<file path="src/rtl/bus_uart_pkg.sv">
// Shared definitions for the memory-mapped UART: register map, STATUS layout,
// serial engine state encoding and the baud divisor clamp.
package bus_uart_pkg;

    localparam logic [1:0] REG_DATA   = 2'd0;
    localparam logic [1:0] REG_STATUS = 2'd1;
    localparam logic [1:0] REG_DIV    = 2'd2;
    localparam logic [1:0] REG_CTRL   = 2'd3;

    localparam int STAT_RXNE   = 0;
    localparam int STAT_TXFULL = 1;
    localparam int STAT_TXIDLE = 2;
    localparam int STAT_OVR    = 3;
    localparam int STAT_FRM    = 4;

    typedef enum logic [1:0] {
        ST_IDLE  = 2'd0,
        ST_START = 2'd1,
        ST_DATA  = 2'd2,
        ST_STOP  = 2'd3
    } uart_state_e;

    // A divisor below 2 would leave no room for a mid-bit sample point.
    function automatic logic [15:0] div_clamp(input logic [15:0] div);
        if (div < 16'd2) begin
            return 16'd2;
        end else begin
            return div;
        end
    endfunction

endpackage

</file>
<file path="src/rtl/bus_uart_fifo.sv">
// Byte FIFO used for both UART directions; full/empty reflect the state at the
// start of the cycle, so a push while full is refused even alongside a pop.
module uart_fifo #(
    parameter int WIDTH = 8,
    parameter int DEPTH = 16
) (
    input  logic             clk,
    input  logic             rstn,
    input  logic             push,
    input  logic             pop,
    input  logic [WIDTH-1:0] din,
    output logic [WIDTH-1:0] dout,
    output logic             full,
    output logic             empty
);

    localparam int AW = $clog2(DEPTH);
    localparam logic [AW:0] PTR_ONE = {{AW{1'b0}}, 1'b1};

    logic [AW:0]      wptr_q, wptr_d;
    logic [AW:0]      rptr_q, rptr_d;
    logic [WIDTH-1:0] mem_q [DEPTH];

    assign full  = (wptr_q[AW] != rptr_q[AW]) && (wptr_q[AW-1:0] == rptr_q[AW-1:0]);
    assign empty = (wptr_q == rptr_q);
    assign dout  = mem_q[rptr_q[AW-1:0]];

    // Pointer advance for accepted pushes and pops
    always_comb begin
        wptr_d = wptr_q;
        rptr_d = rptr_q;
        if (push && !full) begin
            wptr_d = wptr_q + PTR_ONE;
        end else begin
            wptr_d = wptr_q;
        end
        if (pop && !empty) begin
            rptr_d = rptr_q + PTR_ONE;
        end else begin
            rptr_d = rptr_q;
        end
    end

    // Pointer registers
    always_ff @(posedge clk or negedge rstn) begin
        if (!rstn) begin
            wptr_q <= '0;
            rptr_q <= '0;
        end else begin
            wptr_q <= wptr_d;
            rptr_q <= rptr_d;
        end
    end

    // Storage array, written only on an accepted push
    always_ff @(posedge clk) begin
        if (push && !full) begin
            mem_q[wptr_q[AW-1:0]] <= din;
        end
    end

endmodule

</file>
<file path="src/rtl/bus_uart.sv">
// Memory-mapped UART slave: single-cycle bus register decode, TX/RX serial
// engines with byte FIFOs, sticky line-error flags and a level interrupt.
module bus_uart
    import bus_uart_pkg::*;
#(
    parameter int          FIFODEPTH = 16,
    parameter logic [15:0] DIVRESET  = 16'd868
) (
    input  logic        clk,
    input  logic        rstn,
    input  logic [31:0] busaddr,
    input  logic [31:0] buswdata,
    input  logic [3:0]  buswstrb,
    input  logic        buswr,
    input  logic        busreq,
    output logic [31:0] busrdata,
    output logic        busack,
    output logic        buserr,
    output logic        txd,
    input  logic        rxd,
    output logic        irq
);

    logic        ack_q, ack_d, err_q, err_d, irq_q, irq_d;
    logic [31:0] rdata_q, rdata_d, status_s;
    logic [15:0] div_q, div_d, div_eff_s;
    logic [1:0]  ctrl_q, ctrl_d;
    logic        ovr_q, ovr_d, frm_q, frm_d;
    logic        ovr_set_s, ovr_clr_s, frm_set_s, frm_clr_s;

    uart_state_e tx_state_q, tx_state_d;
    logic [15:0] tx_cnt_q, tx_cnt_d;
    logic [2:0]  tx_bit_q, tx_bit_d;
    logic [7:0]  tx_sh_q, tx_sh_d;
    logic        txd_q, txd_d;

    uart_state_e rx_state_q, rx_state_d;
    logic [15:0] rx_cnt_q, rx_cnt_d;
    logic [2:0]  rx_bit_q, rx_bit_d;
    logic [7:0]  rx_sh_q, rx_sh_d;
    logic        rx_s1_q, rx_s2_q, rx_prev_q;

    logic       tx_push_s, tx_pop_s, tx_full_s, tx_empty_s;
    logic       rx_push_s, rx_pop_s, rx_full_s, rx_empty_s;
    logic [7:0] tx_dout_s, rx_dout_s;
    logic       unused_s;

    assign unused_s  = ^{busaddr[31:12], busaddr[1:0], buswstrb[3:2], buswdata[31:16]};
    assign div_eff_s = div_clamp(div_q);

    assign busack   = ack_q;
    assign buserr   = err_q;
    assign busrdata = rdata_q;
    assign txd      = txd_q;
    assign irq      = irq_q;

    uart_fifo #(.WIDTH(8), .DEPTH(FIFODEPTH)) u_tx_fifo (
        .clk(clk), .rstn(rstn), .push(tx_push_s), .pop(tx_pop_s), .din(buswdata[7:0]),
        .dout(tx_dout_s), .full(tx_full_s), .empty(tx_empty_s)
    );

    uart_fifo #(.WIDTH(8), .DEPTH(FIFODEPTH)) u_rx_fifo (
        .clk(clk), .rstn(rstn), .push(rx_push_s), .pop(rx_pop_s), .din(rx_sh_q),
        .dout(rx_dout_s), .full(rx_full_s), .empty(rx_empty_s)
    );

    // STATUS word assembled from live FIFO/engine state and the sticky flags
    always_comb begin
        status_s              = 32'd0;
        status_s[STAT_RXNE]   = ~rx_empty_s;
        status_s[STAT_TXFULL] = tx_full_s;
        status_s[STAT_TXIDLE] = tx_empty_s & (tx_state_q == ST_IDLE);
        status_s[STAT_OVR]    = ovr_q;
        status_s[STAT_FRM]    = frm_q;
    end

    // Bus decode: register side effects and the response for the following cycle
    always_comb begin
        ack_d     = busreq;
        err_d     = 1'b0;
        rdata_d   = rdata_q;
        div_d     = div_q;
        ctrl_d    = ctrl_q;
        tx_push_s = 1'b0;
        rx_pop_s  = 1'b0;
        ovr_clr_s = 1'b0;
        frm_clr_s = 1'b0;
        if (!busreq) begin
            err_d = 1'b0;
        end else if (busaddr[11:4] != 8'd0) begin
            err_d   = 1'b1;
            rdata_d = buswr ? rdata_q : 32'd0;
        end else begin
            case (busaddr[3:2])
                REG_DATA: begin
                    if (buswr) begin
                        err_d     = buswstrb[0] & tx_full_s;
                        tx_push_s = buswstrb[0] & ~tx_full_s;
                    end else if (!rx_empty_s) begin
                        rdata_d  = {1'b1, 23'd0, rx_dout_s};
                        rx_pop_s = 1'b1;
                    end else begin
                        rdata_d = 32'd0;
                    end
                end
                REG_STATUS: begin
                    if (buswr) begin
                        ovr_clr_s = buswdata[STAT_OVR];
                        frm_clr_s = buswdata[STAT_FRM];
                    end else begin
                        rdata_d = status_s;
                    end
                end
                REG_DIV: begin
                    if (buswr) begin
                        div_d[7:0]  = buswstrb[0] ? buswdata[7:0]  : div_q[7:0];
                        div_d[15:8] = buswstrb[1] ? buswdata[15:8] : div_q[15:8];
                    end else begin
                        rdata_d = {16'd0, div_q};
                    end
                end
                REG_CTRL: begin
                    if (buswr) begin
                        ctrl_d = buswdata[1:0];
                    end else begin
                        rdata_d = {30'd0, ctrl_q};
                    end
                end
                default: err_d = 1'b1;
            endcase
        end
    end

    // TX engine; bit timers count down from DIV and advance when they reach 1
    always_comb begin
        tx_state_d = tx_state_q;
        tx_cnt_d   = tx_cnt_q;
        tx_bit_d   = tx_bit_q;
        tx_sh_d    = tx_sh_q;
        txd_d      = txd_q;
        tx_pop_s   = 1'b0;
        case (tx_state_q)
            ST_IDLE: begin
                txd_d = 1'b1;
                if (!tx_empty_s) begin
                    tx_pop_s   = 1'b1;
                    tx_sh_d    = tx_dout_s;
                    txd_d      = 1'b0;
                    tx_cnt_d   = div_eff_s;
                    tx_state_d = ST_START;
                end else begin
                    tx_state_d = ST_IDLE;
                end
            end
            ST_START: begin
                if (tx_cnt_q == 16'd1) begin
                    tx_state_d = ST_DATA;
                    txd_d      = tx_sh_q[0];
                    tx_bit_d   = 3'd0;
                    tx_cnt_d   = div_eff_s;
                end else begin
                    tx_cnt_d = tx_cnt_q - 16'd1;
                end
            end
            ST_DATA: begin
                if (tx_cnt_q != 16'd1) begin
                    tx_cnt_d = tx_cnt_q - 16'd1;
                end else if (tx_bit_q == 3'd7) begin
                    tx_state_d = ST_STOP;
                    txd_d      = 1'b1;
                    tx_cnt_d   = div_eff_s;
                end else begin
                    tx_bit_d = tx_bit_q + 3'd1;
                    tx_sh_d  = {1'b0, tx_sh_q[7:1]};
                    txd_d    = tx_sh_q[1];
                    tx_cnt_d = div_eff_s;
                end
            end
            ST_STOP: begin
                if (tx_cnt_q != 16'd1) begin
                    tx_cnt_d = tx_cnt_q - 16'd1;
                end else if (!tx_empty_s) begin
                    // Waiting data starts the next frame straight after the stop bit
                    tx_pop_s   = 1'b1;
                    tx_sh_d    = tx_dout_s;
                    txd_d      = 1'b0;
                    tx_cnt_d   = div_eff_s;
                    tx_state_d = ST_START;
                end else begin
                    tx_state_d = ST_IDLE;
                end
            end
            default: begin
                tx_state_d = ST_IDLE;
                txd_d      = 1'b1;
            end
        endcase
    end

    // RX engine on the synchronised line; start detection arms a half-bit timer
    always_comb begin
        rx_state_d = rx_state_q;
        rx_cnt_d   = rx_cnt_q;
        rx_bit_d   = rx_bit_q;
        rx_sh_d    = rx_sh_q;
        rx_push_s  = 1'b0;
        ovr_set_s  = 1'b0;
        frm_set_s  = 1'b0;
        case (rx_state_q)
            ST_IDLE: begin
                if (rx_prev_q && !rx_s2_q) begin
                    rx_state_d = ST_START;
                    rx_cnt_d   = div_eff_s >> 1;
                end else begin
                    rx_state_d = ST_IDLE;
                end
            end
            ST_START: begin
                if (rx_cnt_q != 16'd1) begin
                    rx_cnt_d = rx_cnt_q - 16'd1;
                end else if (rx_s2_q) begin
                    rx_state_d = ST_IDLE;
                end else begin
                    rx_state_d = ST_DATA;
                    rx_bit_d   = 3'd0;
                    rx_cnt_d   = div_eff_s;
                end
            end
            ST_DATA: begin
                if (rx_cnt_q != 16'd1) begin
                    rx_cnt_d = rx_cnt_q - 16'd1;
                end else begin
                    rx_sh_d    = {rx_s2_q, rx_sh_q[7:1]};
                    rx_cnt_d   = div_eff_s;
                    rx_bit_d   = rx_bit_q + 3'd1;
                    rx_state_d = (rx_bit_q == 3'd7) ? ST_STOP : ST_DATA;
                end
            end
            ST_STOP: begin
                if (rx_cnt_q != 16'd1) begin
                    rx_cnt_d = rx_cnt_q - 16'd1;
                end else begin
                    rx_state_d = ST_IDLE;
                    frm_set_s  = ~rx_s2_q;
                    ovr_set_s  = rx_s2_q & rx_full_s;
                    rx_push_s  = rx_s2_q & ~rx_full_s;
                end
            end
            default: rx_state_d = ST_IDLE;
        endcase
    end

    // Sticky flags (a set beats a simultaneous clear) and the interrupt level
    always_comb begin
        ovr_d = ovr_set_s | (ovr_q & ~ovr_clr_s);
        frm_d = frm_set_s | (frm_q & ~frm_clr_s);
        irq_d = (ctrl_q[0] & ~rx_empty_s) | (ctrl_q[1] & tx_empty_s) | ovr_q | frm_q;
    end

    // All block state
    always_ff @(posedge clk or negedge rstn) begin
        if (!rstn) begin
            ack_q      <= 1'b0;
            err_q      <= 1'b0;
            rdata_q    <= 32'd0;
            irq_q      <= 1'b0;
            div_q      <= DIVRESET;
            ctrl_q     <= 2'd0;
            ovr_q      <= 1'b0;
            frm_q      <= 1'b0;
            tx_state_q <= ST_IDLE;
            tx_cnt_q   <= 16'd0;
            tx_bit_q   <= 3'd0;
            tx_sh_q    <= 8'd0;
            txd_q      <= 1'b1;
            rx_state_q <= ST_IDLE;
            rx_cnt_q   <= 16'd0;
            rx_bit_q   <= 3'd0;
            rx_sh_q    <= 8'd0;
            rx_s1_q    <= 1'b1;
            rx_s2_q    <= 1'b1;
            rx_prev_q  <= 1'b1;
        end else begin
            ack_q      <= ack_d;
            err_q      <= err_d;
            rdata_q    <= rdata_d;
            irq_q      <= irq_d;
            div_q      <= div_d;
            ctrl_q     <= ctrl_d;
            ovr_q      <= ovr_d;
            frm_q      <= frm_d;
            tx_state_q <= tx_state_d;
            tx_cnt_q   <= tx_cnt_d;
            tx_bit_q   <= tx_bit_d;
            tx_sh_q    <= tx_sh_d;
            txd_q      <= txd_d;
            rx_state_q <= rx_state_d;
            rx_cnt_q   <= rx_cnt_d;
            rx_bit_q   <= rx_bit_d;
            rx_sh_q    <= rx_sh_d;
            rx_s1_q    <= rxd;
            rx_s2_q    <= rx_s1_q;
            rx_prev_q  <= rx_s2_q;
        end
    end

endmodule

</file>
<file path="config.mk">
export PLATFORM = sky130hd
export DESIGN_NAME = bus_uart
export DESIGN_NICKNAME = d
export VERILOG_FILES = /design/src/rtl/bus_uart_pkg.sv /design/src/rtl/bus_uart_fifo.sv /design/src/rtl/bus_uart.sv
export SDC_FILE = /design/constraint.sdc
export NUM_CORES = 1
export LEC_CHECK = 0
export BUFFER_PORTS_ARGS = -buffer_cell sky130_fd_sc_hd__clkbuf_2
export CORE_MARGIN = 2
export CORE_UTILIZATION = 50
export DETAILED_ROUTE_END_ITERATION = 12
export MAX_ROUTING_LAYER = met4
export PLACE_DENSITY = 0.7
export SYNTH_ARGS = -nofsm -noshare
export SYNTH_HDL_FRONTEND = slang
export SYNTH_SLANG_ARGS = --single-unit
</file>
<file path="constraint.sdc">
create_clock -name clk -period 2.6 [get_ports clk]
set_input_delay 0.52 -clock clk [delete_from_list [all_inputs] [get_ports clk]]
set_output_delay 0.52 -clock clk [all_outputs]
set_load 0.05 [all_outputs]
</file>
== Yosys cells after proc, flatten, opt, wreduce, memory -nomap -nowiden ==
Memory sizes are Yosys's and may differ from the RTL's.
Index checks and enable logic that the tools add are counted.
Word-level totals
  flip-flop bits (word level): 137
  latch bits: 0
  bits in writable memories: 256
  ROM bits: 0
  input port bits: 73
  output and inout bits: 36
  word-level logic and storage cells: 214
  memories: 2
Memory list
  u_rx_fifo.mem_q: words 16, width 8, read ports 1, clocked after memory_dff 0, write ports 1, line bus_uart_fifo.sv:22  | logic [WIDTH-1:0] mem_q [DEPTH];
  u_tx_fifo.mem_q: words 16, width 8, read ports 1, clocked after memory_dff 0, write ports 1, line bus_uart_fifo.sv:22
Cells by class
  add/subtract/negate cells: 8
  multiply operators: 0
  divide/modulo/power cells: 0
  $lt $le $gt $ge: 1
  equal/unequal tests: 38
  shifts and indexed selects: 0
  mux-type cells: 87
  bitwise logic cells: 22
  reductions and logical operators: 31
Operators by type and width (number)
  32-bit 2-to-1 mux: 7
  16-bit 2-to-1 mux: 10
  16-bit one-hot mux with 4 select lines: 2
  32-bit one-hot mux with 4 select lines: 1
  1-bit 2-to-1 mux: 42
  2-bit != test, second input constant: 17
  8-bit 2-to-1 mux: 4
  16-bit by 1-bit != test with 1-bit output, second input constant: 2
  16-bit by 1-bit subtractor with 16-bit output, second input constant: 2
  8-bit one-hot mux with 3 select lines: 1
  4-bit AND reduction: 6
  5-bit by 1-bit adder with 5-bit output, second input constant: 4
  3-bit 2-to-1 mux: 6
  16-bit by 1-bit == test with 1-bit output, second input constant: 1
  16-bit by 2-bit < comparator with 1-bit output, second input constant: 1
  2-bit 2-to-1 mux: 8
  2-bit one-hot mux with 4 select lines: 2
  2-bit == test, second input constant: 6
  3-bit one-hot mux with 2 select lines: 2
  5-bit == test: 2
  5-bit AND reduction: 2
  1-bit bitwise AND: 9
  4-bit == test: 2
  1-bit NOT: 8
  other kinds (17): 40

== Logic depth before layout (Yosys ltp) ==
Gate-level depths: netlist of run 1.
  depth after elaboration: 11
  gate-level depth with buffers: 9
  gate-level depth less buffers: 8

== Modules after synthesis ==
Synthesis of run 1 repeated with hierarchy kept, for this count alone.
Second synthesis, totals
  cell total of the unflattened synthesis: 1130
  area total of the unflattened synthesis: 17048.9 um^2
Modules (own cells, without submodules)
  bus_uart: times used 1, cells an instance 575, area an instance 5846.9 um^2, sequential area each 2563.7 um^2
  uart_fifo at u_rx_fifo: times used 1, cells an instance 278, area an instance 5626.6 um^2, sequential area each 4093.9 um^2
  uart_fifo at u_tx_fifo: times used 1, cells an instance 277, area an instance 5575.3 um^2, sequential area each 4093.9 um^2

== Least setup slack after synthesis of run 1 ==
No wires, ideal clock.
  path type: input to register
  start point: in busaddr[5]
  end point: mem u_tx_fifo.mem_q[3][0] (enable)
  library setup time: 0.383 ns
  arrival time: 2.505 ns
  data required time: 2.217 ns
  setup slack: -0.288 ns
  stages on the path: 6
  buffers on the path: 0
  cell sequence: nor4_1 -> and2_1 -> nand4_1 -> nor4_2 -> nand2_1 -> nor3_1
On the way
  longest elaborated chain between the ends: 6
RTL lines
  from (decl): line bus_uart.sv:11  | input logic [31:0] busaddr,
  8-bit nonzero test: line bus_uart.sv:90  | end else if (busaddr[11:4] != 8'd0) begin
  1-bit 2-to-1 mux: line bus_uart.sv:90
  1-bit 2-to-1 mux: line bus_uart.sv:88  | if (!busreq) begin
  1-bit logical AND: line bus_uart_fifo.sv:57  | if (push && !full) begin
  1-bit 2-to-1 mux: line bus_uart_fifo.sv:57
  1-bit 2-to-1 mux (implied by the code): line bus_uart_fifo.sv:58  | mem_q[wptr_q[AW-1:0]] <= din;
  to (decl): line bus_uart_fifo.sv:22
Every way passes these cells.

== Final worst setup path of run 1 ==
  start point: reg rx_cnt_q[1]
  end point: reg rx_cnt_q[13]
On the way
  longest elaborated chain between the ends: 3
  elaborated cells on any way between the ends: 9
  those cells by class: add/sub: 1; eq/ne: 3; mux: 4; reduce/logical: 1
RTL lines
  from (decl): line bus_uart.sv:38  | logic [15:0] rx_cnt_q, rx_cnt_d;
  from (signal assigned): line bus_uart.sv:298  | rx_cnt_q <= rx_cnt_d;
  16-bit by 1-bit subtractor with 16-bit output or 16-bit by 1-bit != test with 1-bit output (tied branches)
  16-bit 2-to-1 mux, or another cell as far along: line bus_uart.sv:240  | if (rx_cnt_q != 16'd1) begin
  16-bit one-hot mux with 4 select lines or 3-bit AND reduction (tied branches)
Parallel ways exist; a longest one is shown, timed or not. The select of a mux whose other input is x is not followed.
A chain may end at the register's enable or synchronous reset.

==> flow_summary.yaml, run 1 <==
floorplan:
  die_area_um2: 35100
  num_rows: 67
  ios: 109
  die_w_um: 187
  initial_core_util_pct: 50.5
  die_h_um: 187
  core_um2: 33300
drt:
  viasPerCell: 5.79
  wl_per_cell_um: 20.9
  drt_iter0_drc: 876
  first_pass_iters: 5
  vias: 10300
  totalWireLength_mm: 37.2
  drtAntennaViolNets: 0
  drc: 0
global_routing:
  grt_pass1_wl_mm: 58.8
  track_usage_pct: 22.4
  grt_pass1_vias: 10300
  grt_overflow: 0
  antenna_found_initial: 1
  grt_max_degree: 70
cts:
  cts_buffer_depth: 3
  numCtsBuffers: 40
  clk_latency_ns: 0.55
  tritoncts: "built"
  clock-sinks: 378
  htree_levels: 2
  cts_root_buf: "clkbuf_16"
  path_clk_slew_ns: 0.06
synth:
  synth_edf_count: 256
  ys_seq_area_share_pct: 64.0
  synth_top_area_cell: "edfxtp_1"
  syn_area_um2: 16800
  synth_flop_cell: "edfxtp_1"
  ys_types: 75
  yosys_warnings: 0
  synth-seq-cells: 378
  async_flop_share_pct: 32.3
  syn_inst: 1152
  syn_avg_cell_area_um2: 14.6
  synthTopCellsByArea: "edfxtp_1 (46%), dfrtp_1 (17%), mux4_2 (8.4%)"
  synth_top_area_share_pct: 45.7
timing:
  period_needed_ns: 2.54
  skew_ns: 0.0288
  timing.hold.ws_ns: 0.0679
  relSlewSlack_pct: 54.4
  rsz0062_at_grt: "true"
  hold_violations: 0
  fmax_ghz: 0.394
  fin_crit_sh_pct: 97.6
  slew_violations: 0
  worst_pin_slew_ns: 0.684
  final-setup-viol-count: 0
layout:
  final_common_cell: "edfxtp_1"
  nets: 1400
  area_growth_pct: 17.2
  multi_input_area_um2: 5720
  layout_common_cells: "edfxtp_1 (256), dfrtp_1 (110), buf_4 (104)"
  fin_util_pct: 59.2
  layout-drive-gt1-share_pct: 28.3
  final-seq-area_um2: 10800
  n_fill_cell: 2543
pwr:
  power.density_nw_per_um2: 676
  leakage_nw: 7.55
  irDropWorstVdd_mv: 0.644
critical_path:
  worstReg2RegEnd: "rx_cnt_q[13]$_DFFE_PN0P_"
  cp.required_ns: 3.03
  worst-path-max-fanout: 9
  r2r_start: "rx_cnt_q[1]$_DFFE_PN0P_"
  startpoint_type: "flip-flop"
  endpoint: "rx_cnt_q[13]$_DFFE_PN0P_"
  worstPathArrival_ns: 2.97
  ff2ff_path_depth: 9
  worst_setup_path_end_kind: "flip-flop"
  r2r_slack_ns: 0.06
  crit_start: "rx_cnt_q[1]$_DFFE_PN0P_"
  crit_type: "reg -> reg"
run_status:
  status: "finished clean"
hold_path:
  hold_class: "in -> reg"
placement:
  portBuffers: 53
  dp_hpwl_mm: 25.0
  gp_congestion: 0.853
job:
  drv_cap: 0
-- Yosys cell counts, types with 5 or more instances --
| library cell | count |
|---|---|
| a2111oi_0 | 5 |
| a211oi_1 | 8 |
| a21oi_1 | 32 |
| a221o_1 | 5 |
| a22o_1 | 9 |
| a22oi_1 | 19 |
| a311oi_1 | 5 |
| and2_1 | 5 |
| buf_1 | 6 |
| buf_2 | 14 |
| buf_4 | 16 |
| clkbuf_1 | 41 |
| dfrtp_1 | 113 |
| dfstp_2 | 9 |
| edfxtp_1 | 256 |
| ha_1 | 27 |
| inv_1 | 25 |
| mux2_2 | 35 |
| mux2i_1 | 30 |
| mux4_2 | 63 |
| nand2_1 | 87 |
| nand2b_1 | 13 |
| nand3_1 | 16 |
| nand4_1 | 11 |
| nor2_1 | 63 |
| nor2b_1 | 26 |
| nor3_1 | 25 |
| nor3b_1 | 7 |
| nor4_1 | 14 |
| o21ai_0 | 29 |
| o22ai_1 | 11 |
| o31ai_1 | 15 |
| xnor2_1 | 18 |
| xor2_1 | 25 |
-- how the worst min path moves through the flow --
stage                      start                          to  cells after the start  slack (ns)
6_report                     rxd           rx_s1_q$_DFF_PN1_                      1        0.07
5_1_grt                      rxd           rx_s1_q$_DFF_PN1_                      1        0.05
4_1_cts                      rxd           rx_s1_q$_DFF_PN1_                      1        0.04
3_5_place_dp   rx_s1_q$_DFF_PN1_           rx_s2_q$_DFF_PN1_                      0        0.36
3_3_place_gp   rx_s1_q$_DFF_PN1_           rx_s2_q$_DFF_PN1_                      0        0.36
2_1_floorplan               rstn  asynchronous set/reset pin                      0        0.22
-- worst max-delay path, cell delays in order, from the launching register on --
cell	delay (ns)
dfrtp_1	0.41
inv_2	0.08
ha_2	0.16
or4b_4	0.46
or4_4	0.61
o21ai_4	0.22
buf_4	0.20
nor2_1	0.06
a21oi_1	0.14
nand3_1	0.10
-- layer usage --
layer  GRT usage, %  vias up  wire length [um]
li1               -     4700                 -
met1           30.6     5220             16100
met2           34.4      309             17800
met3           3.77       78              2220
met4           7.88        0              1090
met5              -        -                 0
-- flip-flops by register name (all words and copies together), names as in the netlist, 2 cells and up, named ones only --
name	count
u_rx_fifo.mem_q	128
u_tx_fifo.mem_q	128
busrdata	17
div_q	16
rx_cnt_q	16
tx_cnt_q	16
rx_sh_q	8
tx_sh_q	8
u_rx_fifo.rptr_q	5
u_rx_fifo.wptr_q	5
u_tx_fifo.rptr_q	5
u_tx_fifo.wptr_q	5
rx_bit_q	3
tx_bit_q	3
ctrl_q	2
tx_state_q	2
-- cell families after synthesis --
family | share of synthesized area, %
DFF | 64.0
and+or+nand+nor | 8.74
AOI/OAI and AO/OA | 7.56
muxes | 12.6
buffers and inverters | 2.87
xor gates and xnor gates | 2.24
adders and majority gates | 2.01
other | 0.0223
-- what timing repair did --
action | CTS | global route
gates resized for setup | 2 | 12
endpoints found under the setup margin | 93 | 165
hold buffers | 1 | 0
hold endpoints to repair | 8 | 0
pin swaps | 1 | 5
setup buffers | 1 | 7
-- metrics by stage --
stage	total power [mW]	setup TNS (ns)	setup slack [ns]	std cells	cell area [um2]
2_1_floorplan	7.54	-4.40	-0.0612	1166	16900
3_3_place_gp	7.88	-43.11	-0.394	1697	18300
3_5_place_dp	7.91	-50.71	-0.462	1697	18300
4_1_cts	13.4	0	0.00820	1772	19600
5_1_grt	13.8	-0.0927	-0.0335	1780	19700
6_report	13.3	0	0.0613	1780	19700
-- cell type report --
| cell class | count | area share, % |
|---|---|---|
| inverters | 25 | 0.476 |
| diodes | 1 | 0.0127 |
| flip-flops and latches | 378 | 54.6 |
| clock inverters | 20 | 0.883 |
| multi-input cells | 684 | 29.0 |
| clock buffers | 53 | 5.53 |
| well taps | 448 | 2.85 |
| repair buffers | 171 | 6.62 |
-- where the power goes --
group	internal, mW	switching, mW
combinational	0.500	0.656
clock	3.17	2.31
sequential	6.56	0.126
Note: power is estimated with default switching activity, not from simulation.
==> inputs of run 2 (changes only) <==
Settings changed: CORE_ASPECT_RATIO from default to 0.9.
==> flow_summary.yaml, run 2 (synthesized netlist as in run 1, its figures left out) <==
timing:
  fmax_ghz: 0.397
  fin_setup_tns_ns: 0
  rsz0062_at_grt: "true"
  fin_ws_ns: 0.0820
  worst_pin_slew_ns: 0.723
  final-setup-viol-count: 0
  skew_ns: 0.0244
  timing.hold.ws_ns: -0.0528
  relSlewSlack_pct: 51.8
  hold_violations: 3
  period_needed_ns: 2.52
  slew_violations: 0
  fin_crit_sh_pct: 96.8
job:
  drv_cap: 0
layout:
  layout-drive-gt1-share_pct: 27.8
  nets: 1390
  design_area_um2: 19600
  final_common_cell: "edfxtp_1"
  layout_common_cells: "edfxtp_1 (256), dfrtp_1 (110), buf_4 (101)"
  finalNonFillerCells: 1746
  area_growth_pct: 16.5
cts:
  holdBufCountCts: 0
  clk_latency_ns: 0.54
  path_clk_slew_ns: 0.06
  numCtsBuffers: 39
  cts_root_buf: "clkbuf_16"
  clock-sinks: 378
  cts_buffer_depth: 3
  tritoncts: "built"
  htree_levels: 2
floorplan:
  die_area_um2: 35100
  ios: 109
  initial_core_util_pct: 50.9
  num_rows: 63
  die_h_um: 178
  die_w_um: 197
  core_um2: 33000
placement:
  pre_cts_ws_ns: -0.0638
  portBuffers: 53
  placed_cell_area_um2: 18200
  gp_congestion: 0.835
  dp_hpwl_mm: 25.1
  placed_cells: 1669
pwr:
  leakage_nw: 7.51
  power.density_nw_per_um2: 686
  p_total_mw: 13.4
  irDropWorstVdd_mv: 0.538
drt:
  drtAntennaViolNets: 0
  viasPerCell: 5.85
  totalWireLength_mm: 37.0
  vias: 10200
  wl_per_cell_um: 21.2
  drt_iter0_drc: 939
  first_pass_iters: 5
  drc: 0
critical_path:
  startpoint_type: "flip-flop"
  critPathSlowestCell: "or4_4"
  r2r_slack_ns: 0.08
  ff2ff_path_depth: 7
  worstPathArrival_ns: 2.91
  crit_family: "simple AND/OR/NAND/NOR gates"
  worst-path-max-fanout: 5
  cp_cell_sequence: "or4_4 > buf_4 > or4_4 > buf_4 > a21o_1 > a22oi_1 > a21oi_1"
  r2r_start: "rx_cnt_q[9]$_DFFE_PN0P_"
  max_stage_delay_ns: 0.60
  worst_setup_path_end_kind: "flip-flop"
  worstReg2RegEnd: "rx_cnt_q[10]$_DFFE_PN0P_"
  cp.required_ns: 3.00
  worst-path-buf-inv: 2
  crit_type: "reg -> reg"
hold_path:
  hold_class: "in -> async"
run_status:
  status: "complete, but fails checks"
  violations: "hold timing"
global_routing:
  grt_max_degree: 71
  antenna_found_initial: 4
  track_usage_pct: 22.4
  grt_overflow: 0
  grt_pass1_wl_mm: 58.2
  grt_pass1_vias: 10300
## run 2: cell type report
type / count / area [um2]
fillers: 2472 / 13400
clock buffers: 44 / 1020
clock inverters: 28 / 272
multi-input cells: 684 / 5720
inverters: 25 / 93.8
repair buffers: 162 / 1190
well taps: 422 / 528
flip-flops and latches: 378 / 10800
diodes: 3 / 7.51
## run 2: worst max-delay path by stage
stage                                 start                          endpoint  cells after the start
finish              rx_cnt_q[9]$_DFFE_PN0P_          rx_cnt_q[10]$_DFFE_PN0P_                      7
global route        rx_cnt_q[9]$_DFFE_PN0P_          rx_cnt_q[14]$_DFFE_PN0P_                      7
CTS                 rx_cnt_q[9]$_DFFE_PN0P_          rx_cnt_q[13]$_DFFE_PN0P_                      7
detailed placement               busaddr[5]  u_tx_fifo.mem_q[15][3]$_DFFE_PP_                      8
global placement                 busaddr[5]  u_tx_fifo.mem_q[15][1]$_DFFE_PP_                      8
floorplan           rx_cnt_q[9]$_DFFE_PN0P_  u_rx_fifo.mem_q[11][0]$_DFFE_PP_                      8
## run 2: where the power goes
part / internal, mW / leakage (nW) / switching, mW
registers: 6.56 / 3.94 / 0.123
logic: 0.498 / 2.94 / 0.656
clock network: 3.31 / 0.627 / 2.27
## run 2: through the flow
step | util (%) | hold WS, ns
after global placement | 55.2 | 0.346
after detailed placement | 55.2 | 0.347
final | 59.3 | -0.0528
after global routing | 59.3 | 0.0118
after floorplan | - | 0.224
after CTS | 59.1 | 0.00267
## run 2: metal layers
metal | track usage [%] | vias up | part of all wire, %
li1 | - | 4659 | -
met1 | 30.7 | 5186 | 44
met2 | 34.8 | 305 | 48
met3 | 3.88 | 67 | 5.9
met4 | 6.45 | 0 | 2.4
met5 | - | - | 0
## run 2: what timing repair did
| action | CTS | global route |
|---|---|---|
| setup buffers | 0 | 2 |
| endpoints found under the hold margin | 0 | 0 |
| resized for setup | 3 | 12 |
| endpoints found under the setup margin | 32 | 151 |
| pin swaps | 1 | 2 |
==> inputs of run 3 (changes only) <==
Settings changed: REMOVE_ABC_BUFFERS from default to 1.
==> flow_summary.yaml, run 3 (synthesized netlist as in run 1, its figures left out) <==
drt:
  drtAntennaViolNets: 0
  drc: 0
  drt_iter0_drc: 782
  vias: 10200
  viasPerCell: 5.82
  first_pass_iters: 5
  totalWireLength_mm: 37.5
  wl_per_cell_um: 21.5
critical_path:
  cpMostUsedCell: "nor2_1"
  crit_start: "rx_cnt_q[6]$_DFFE_PN0P_"
  ff2ff_path_depth: 7
  startpoint_type: "flip-flop"
  r2r_slack_ns: 0.07
  worstReg2RegEnd: "u_rx_fifo.mem_q[11][2]$_DFFE_PP_"
  critPathSlowestCell: "or4_4"
  crit_type: "reg -> reg"
  cp_cell_sequence: "or4_4 > nor2_1 > and3_1 > and4_4 > nand2_1 > nor2_1 > buf_4"
  worstPathArrival_ns: 2.77
  max_stage_delay_ns: 0.57
  worst_setup_path_end_kind: "flip-flop"
  cp.required_ns: 2.84
  endpoint: "u_rx_fifo.mem_q[11][2]$_DFFE_PP_"
  worst-path-max-fanout: 8
  r2r_start: "rx_cnt_q[6]$_DFFE_PN0P_"
global_routing:
  grt_pass1_wl_mm: 58.3
  antenna_found_initial: 1
  grt_max_degree: 55
  grt_pass1_vias: 10100
  grt_overflow: 0
  track_usage_pct: 22.7
timing:
  hold_violations: 0
  rsz0062_at_grt: "false"
  fin_crit_sh_pct: 97.2
  fmax_ghz: 0.396
  relSlewSlack_pct: 58.5
  worst_pin_slew_ns: 0.606
  skew_ns: 0.0236
  final-setup-viol-count: 0
  period_needed_ns: 2.53
  fin_setup_tns_ns: 0
  slew_violations: 0
pwr:
  switching_power_mw: 3.04
  pwr-share-seq_pct: 49.6
  power.density_nw_per_um2: 690
  irDropWorstVdd_mv: 0.647
  p_total_mw: 13.5
  power_frac_comb_pct: 8.4
  p_clk_share_pct: 42.0
  p_int_mw: 10.4
  switching_share_pct: 22.6
  leakage_nw: 7.49
floorplan:
  num_rows: 63
  initial_core_util_pct: 50.9
  die_w_um: 197
  die_h_um: 178
  core_um2: 33000
  die_area_um2: 35100
  ios: 109
layout:
  layout-drive-gt1-share_pct: 26.7
  layout_common_cells: "edfxtp_1 (256), dfrtp_1 (110), buf_4 (102)"
  area_growth_pct: 16.3
  nets: 1392
  n_fill_cell: 2497
  final_common_cell: "edfxtp_1"
cts:
  clock-sinks: 378
  numCtsBuffers: 39
  clk_latency_ns: 0.55
  htree_levels: 2
  cts_buffer_depth: 3
  tritoncts: "built"
  cts_root_buf: "clkbuf_16"
  path_clk_slew_ns: 0.06
hold_path:
  min_path_cells: 1
  hold_class: "in -> reg"
placement:
  portBuffers: 53
  gp_congestion: 0.855
  dp_hpwl_mm: 24.7
run_status:
  status: "finished clean"
job:
  drv_cap: 0
==> run 3: worst max-delay path, delay by kind of cell, from the launching register on <==
kind	cells	cell delay (ns)
buffers and inverters	1	0.21
flip-flops	1	0.38
AND/OR/NAND/NOR	6	1.61
==> run 3: what timing repair did <==
item / in CTS / in global routing
buffers inserted: 0 / 2
pin swaps: 0 / 2
hold endpoints to repair: 49 / 0
hold buffers: 1 / 0
resized for setup: 3 / 7
endpoints found under the setup margin: 44 / 52
==> run 3: final cells by class <==
| cell class | instances | area, um2 | area share, % |
|---|---|---|---|
| Sequential cell | 378 | 10800 | 55.0 |
| Multi-Input combinational cell | 684 | 5660 | 28.9 |
| Timing Repair Buffer | 164 | 1210 | 6.18 |
| Clock buffer | 55 | 1120 | 5.71 |
| Tap cell | 422 | 528 | 2.70 |
| Clock inverter | 17 | 185 | 0.948 |
| Inverter | 25 | 93.8 | 0.480 |
| Antenna cell | 1 | 2.50 | 0.0128 |
==> run 3: through the flow <==
| stage | instance area [um2] | std cells | utilization, % | hold WS [ns] | setup slack (ns) |
|---|---|---|---|---|---|
| 6_report | 19500 | 1746 | 59.2 | 0.0697 | 0.0718 |
| 5_1_grt | 19500 | 1746 | 59.2 | 0.0544 | 0.000559 |
| 4_1_cts | 19500 | 1743 | 59.0 | 0.0450 | 0.0164 |
| 3_5_place_dp | 18200 | 1670 | 55.1 | 0.347 | -0.0606 |
| 3_3_place_gp | 18200 | 1670 | 55.1 | 0.347 | 0.0119 |
| 2_1_floorplan | 16500 | 1087 | - | 0.224 | -0.986 |
==> run 3: worst min-delay path by stage <==
stage / start / endpoint / slack, ns
6_report: rxd / rx_s1_q$_DFF_PN1_ / 0.07
5_1_grt: rxd / rx_s1_q$_DFF_PN1_ / 0.05
4_1_cts: rxd / rx_s1_q$_DFF_PN1_ / 0.04
3_5_place_dp: rx_s1_q$_DFF_PN1_ / rx_s2_q$_DFF_PN1_ / 0.35
3_3_place_gp: rx_s1_q$_DFF_PN1_ / rx_s2_q$_DFF_PN1_ / 0.35
2_1_floorplan: rstn / asynchronous set/reset pin / 0.22
==> run 3: layer usage <==
| metal | GRT usage [%] | up-vias | share of wire (%) |
|---|---|---|---|
| met5 | - | - | 0 |
| met4 | 6.05 | 0 | 1.6 |
| li1 | - | 4677 | - |
| met3 | 4.69 | 42 | 6.2 |
| met1 | 31.0 | 5177 | 44 |
| met2 | 35.0 | 264 | 48 |
==> run 3: power by group through the flow <==
stage | Combinational [mW] | Sequential (mW) | Clock (mW)
after global placement | 1.09 | 6.79 | 0
after detailed placement | 1.12 | 6.79 | 0
after floorplan | 0.688 | 6.81 | 0
final | 1.14 | 6.68 | 5.67
after CTS | 1.13 | 6.68 | 5.78
after global routing | 1.26 | 6.70 | 6.01
